`src/rtl/receptor_serial_contador.sv`:
```
// receptor_serial_contador
//
// Serial receiver for framed words shifted out LSB-first by the shift/counter
// chain. It runs on the same clock domain as that chain. A frame is a start
// bit (1), WIDTH data bits with bit 0 first, an optional even-parity bit, and
// a stop bit (0). The received word is presented in parallel together with a
// one-cycle valid pulse.
//
// Optional feature: define PARITY_CHECK_EN to add the PARIDADE state. A frame
// then carries one even-parity bit after the data bits. Without the macro
// erro_paridade is tied to 0.
//
// Ports
//   clk            in   1      system clock, rising edge
//   rst            in   1      asynchronous reset, active-high
//   en             in   1      bit strobe; sdi is sampled only on edges with en=1
//   sdi            in   1      serial data in, idle level 0
//   dado           out  WIDTH  last correctly received word
//   valido         out  1      one-cycle pulse: dado updated this cycle
//   erro_quadro    out  1      one-cycle pulse: stop bit was 1
//   erro_paridade  out  1      one-cycle pulse: parity mismatch
//   ocupado        out  1      frame in progress
module receptor_serial_contador #(
    parameter int WIDTH = 7
) (
    input  logic             clk,
    input  logic             rst,
    input  logic             en,
    input  logic             sdi,
    output logic [WIDTH-1:0] dado,
    output logic             valido,
    output logic             erro_quadro,
    output logic             erro_paridade,
    output logic             ocupado
);

    localparam int CW = $clog2(WIDTH + 1);
    localparam logic [CW-1:0] ULTIMO = CW'(WIDTH - 1);

    typedef enum logic [1:0] {
        IDLE     = 2'd0,
        DADOS    = 2'd1,
        PARIDADE = 2'd2,
        PARADA   = 2'd3
    } estado_t;

    estado_t          estado;
    estado_t          proximo;
    logic [CW-1:0]    cnt;
    logic [WIDTH-1:0] shreg;
    logic             valido_d;
    logic             quadro_d;

`ifdef PARITY_CHECK_EN
    logic bit_par;
    logic erro_par_calc;
    logic paridade_d;
    logic erro_paridade_r;

    // Even parity: data bits XOR parity bit must be 0 for a good frame.
    assign erro_par_calc = ^{shreg, bit_par};

    always_ff @(posedge clk or posedge rst) begin
        if (rst) begin
            bit_par         <= 1'b0;
            erro_paridade_r <= 1'b0;
        end else begin
            erro_paridade_r <= paridade_d;
            if (en && estado == PARIDADE)
                bit_par <= sdi;
        end
    end

    assign erro_paridade = erro_paridade_r;
`else
    assign erro_paridade = 1'b0;
`endif

    // State register
    always_ff @(posedge clk or posedge rst) begin
        if (rst)
            estado <= IDLE;
        else
            estado <= proximo;
    end

    // Next-state logic; every transition is qualified by the bit strobe
    always_comb begin
        proximo = estado;
        case (estado)
            IDLE: begin
                if (en && sdi)
                    proximo = DADOS;
            end
            DADOS: begin
                if (en && cnt == ULTIMO)
`ifdef PARITY_CHECK_EN
                    proximo = PARIDADE;
`else
                    proximo = PARADA;
`endif
            end
            PARIDADE: begin
`ifdef PARITY_CHECK_EN
                if (en)
                    proximo = PARADA;
`else
                proximo = IDLE;
`endif
            end
            PARADA: begin
                if (en)
                    proximo = IDLE;
            end
            default: proximo = IDLE;
        endcase
    end

    // Output logic: decide which pulse the stop-bit strobe raises.
    // A framing error wins over a parity error.
    always_comb begin
        valido_d   = 1'b0;
        quadro_d   = 1'b0;
`ifdef PARITY_CHECK_EN
        paridade_d = 1'b0;
`endif
        if (en && estado == PARADA) begin
            if (sdi)
                quadro_d = 1'b1;
`ifdef PARITY_CHECK_EN
            else if (erro_par_calc)
                paridade_d = 1'b1;
`endif
            else
                valido_d = 1'b1;
        end
    end

    // Datapath and pulse registers; pulses self-clear on the next edge
    // regardless of en because they are reloaded every cycle.
    always_ff @(posedge clk or posedge rst) begin
        if (rst) begin
            cnt         <= '0;
            shreg       <= '0;
            dado        <= '0;
            valido      <= 1'b0;
            erro_quadro <= 1'b0;
        end else begin
            valido      <= valido_d;
            erro_quadro <= quadro_d;
            if (valido_d)
                dado <= shreg;
            if (en) begin
                case (estado)
                    IDLE: cnt <= '0;
                    DADOS: begin
                        shreg[cnt] <= sdi;
                        // Wrap on exit so cnt never goes past WIDTH-1.
                        cnt <= (cnt == ULTIMO) ? '0 : cnt + 1'b1;
                    end
                    default: ;
                endcase
            end
        end
    end

    assign ocupado = (estado != IDLE);

endmodule
```
`config.mk`:
```
export PLATFORM = sky130hd
export DESIGN_NAME = receptor_serial_contador
export DESIGN_NICKNAME = d
export VERILOG_FILES = /design/src/rtl/receptor_serial_contador.sv
export SDC_FILE = /design/constraint.sdc
export NUM_CORES = 1
export LEC_CHECK = 0
export ABC_CLOCK_PERIOD_IN_PS = 2800
export CAP_MARGIN = 0
export CORE_AREA = 2 2 45 47
export CTS_CLUSTER_DIAMETER = 150
export DETAILED_ROUTE_END_ITERATION = 16
export DIE_AREA = 0 0 47 49
export MAX_ROUTING_LAYER = met4
export PLACE_DENSITY = 0.84
export REMOVE_ABC_BUFFERS = 1
export SLEW_MARGIN = 5
export SYNTH_ARGS = -nofsm -noshare
export SYNTH_HDL_FRONTEND = slang
export SYNTH_SLANG_ARGS = --single-unit
```
`constraint.sdc`:
```
create_clock -name clk -period 2.8 [get_ports clk]
set_clock_uncertainty 0.1 [all_clocks]
set_input_delay 0.84 -clock clk [delete_from_list [all_inputs] [get_ports clk]]
set_output_delay 0.84 -clock clk [all_outputs]
set_load 0.02 [all_outputs]
```
==> summary.txt <==
Floorplan
  – Core area: 0.00184 sq mm
  – Number of I/O pins: 15
  – FP Rows: 16
  – Die height: 49 um
  – Starting Density: 0.515
  – Die Area: 0.00230 sq mm
  – Chip Width: 47 um

Cells and area
  – Commonest non-fill, non-tap cells in the layout: 21 x dfrtp_1, 13 x clkdlybuf4s50_1, 7 x mux2_4
  – Commonest non-fill, non-tap cell in the layout: dfrtp_1
  – Final nets: 90
  – Final Util: 0.607
  – Filler cells: 153
  – Finished Layout Cells: 112
  – Area grow syn2layout: 17.9%
  – Layout cells sized above 1: 0.235
  – Antenna diodes: 0

Placed design
  – Post-DP HPWL: 1050 um
  – Placer Congestion: 0.767
  – Dpl cells: 108
  – Buffers on Ports: 13
  – Worst slack, placed: 0.287 ns

Power and ir drop
  – Net switching power figure: 344 uW
  – Leak pwr: 0.526 nW
  – Pwr dens: 931 mW/mm^2
  – Worst IR drop on VDD: 0.475 mV
  – Reg power frac: 0.495
  – Switching part of the total power: 0.331
  – Internal power: 697 uW
  – Clock network power share: 0.139
  – Combinational Power Share: 0.366

Timing
  – Final period util: 0.913
  – Fin Setup TNS: 0 ns
  – Final WS setup: 0.244 ns
  – Crit path time final: 2.56 ns
  – Hold Vio Cnt, Final: 0
  – Hold Slack: 0.409 ns
  – Unrepaired setup endpoints after global routing: false
  – Fin. max-slew vios: 0
  – Final setup violating endpoints: 0
  – Fmax: 0.391 GHz

Yosys
  – Yosys Warn Count: 0
  – Avg Cell Area, Syn: 13.4 sq um
  – Post-synthesis cell type count: 27
  – Cell Area, Synth: 948 sq um
  – Seq/Total Area, Yosys: 0.554
  – Ranking of synthesized cells by area: dfrtp_1 55%, mux2_4 11%, mux2_1 4.7%, mux2_2 3.6%, nor3b_2 2.6%
  – Synth top area share: 0.554
  – Area leader, netlist: dfrtp_1
  – #FFs+latches synth: 21
  – Post-Syn Instances: 71

Outcome
  – Outcome: finished clean

Drt
  – Drt pass-1 iters: 4
  – Total wire length: 1480 um
  – Avg WL per Cell: 13.2 um
  – Via density: 5.00
  – Routed Antenna Nets: 0
  – Detailed router's first-iteration violation count: 3
  – DR vias: 560
  – Number of remaining DRC errors: 0

Run
  – Max-cap check violation count: 0

CTS
  – CTS Buffer Depth: 2
  – H-tree Lvls: 1
  – Setup bufs post-CTS: 0
  – CTS Hold Bufs: 0
  – Clock slew at reported path FFs: 0.11 ns
  – CTS buffer count: 3
  – Clock latency on the worst-skew pair: 0.30 ns
  – Clock tree from TritonCTS: yes
  – Root buffer cell: clkbuf_4
  – CTS-repair resized insts: 0
  – Clock sinks: 21

Setup path
  – Critical Path RT: 1.86 ns
  – Data arrival, critical path: 1.62 ns
  – Crit path kind: flip-flop to output port
  – Crit. End Element: output port
  – CP Launch Type: flip-flop
  – Crit-path max FO: 8

Global route
  – First-pass GRT wire length: 2470 um
  – Largest net degree at the start of global routing: 22
  – Initial antenna violation count: 0
  – Vias in the first global route: 574
  – GR Overflow Total: 0
  – Total Routing Usage GR: 0.157

Min path
  – Worst min-delay path class: flip-flop to flip-flop
worst paths after layout:
check                                         to                  start  cells past startpoint  slack (ns)
min reg2reg                 shreg[4]$_DFFE_PP0P_   shreg[4]$_DFFE_PP0P_                      1        0.41
max reg2reg                 shreg[5]$_DFFE_PP0P_  estado[1]$_DFFE_PP0P_                      3        1.24
max in group asynchronous  estado[1]$_DFFE_PP0P_                    rst                      3        1.63
min in group asynchronous    dado[6]$_DFFE_PP0P_                    rst                      3        0.76
max                                      ocupado  estado[0]$_DFFE_PP0P_                      2        0.24
min                         shreg[4]$_DFFE_PP0P_   shreg[4]$_DFFE_PP0P_                      1        0.41
state kept, by name, summed over array words and instances (netlist names):
name and cells:
cnt 3, dado 7, erro_quadro 1, estado 2, shreg 7, valido 1
Yosys cell counts:
library cell and n:
nor2_1 2, mux2_4 7, o21a_1 1, mux2_2 3, buf_4 1, mux2_1 4
buf_6 1, nor2b_1 1, o21ai_0 3, nor3b_2 2, nand2_1 2, nand3b_1 2
inv_1 3, nand2b_4 1, nor3b_1 1, and2b_1 1, or2_2 1, a21oi_1 2
buf_2 2, a22o_1 1, nand4b_1 1, nand2b_1 2, and4bb_4 1, conb_1 1
nor3_1 2, dfrtp_1 21, nand3_1 2
stage by stage:
stage | total power [mW] | instance area (sq um)
floorplan | 0.761 | 920
global placement | 0.884 | 1090
detailed placement | 0.906 | 1090
CTS | 1.05 | 1120
global route | 1.11 | 1120
finish | 1.04 | 1120
logic make-up after synthesis:
group,count (synthesis),synth area share
AO/OA/AOI/OAI,7,0.0435
buffers and inverters,7,0.0422
flip-flops,21,0.554
multiplexers,14,0.194
other,1,0.00395
AND/OR/NAND/NOR,21,0.162
power by group through the flow:
stage | registers (mW) | clock network, mW | logic, mW
2_1_floorplan | 0.545 | 0 | 0.216
3_3_place_gp | 0.512 | 0 | 0.372
3_5_place_dp | 0.522 | 0 | 0.383
4_1_cts | 0.519 | 0.148 | 0.386
5_1_grt | 0.539 | 0.160 | 0.411
6_report | 0.516 | 0.144 | 0.381
metal layers:
| metal | wire length [um] | GRT usage | up-vias |
|---|---|---|---|
| li1 | - | - | 269 |
| met1 | 666 | 0.189 | 281 |
| met2 | 777 | 0.240 | 10 |
| met3 | 38 | 0.0333 | 0 |
| met4 | 0 | 0.0833 | 0 |
| met5 | 0 | - | - |
layout make-up:
class,instances,area [sq um],area share
Clock buffer,3,22.5,0.0201
Clock inverter,1,5.00,0.00447
Inverter,3,11.3,0.0101
Multi-Input combinational cell,43,383,0.342
Sequential cell,21,526,0.470
Tap cell,27,33.8,0.0302
Timing Repair Buffer,14,138,0.123
critical path, cell delays in order (launching register included):
cell and delay [ns]:
dfrtp_1 0.46, or2_2 0.32, clkdlybuf4s50_1 0.54
Power figures use the tool's default switching activity.
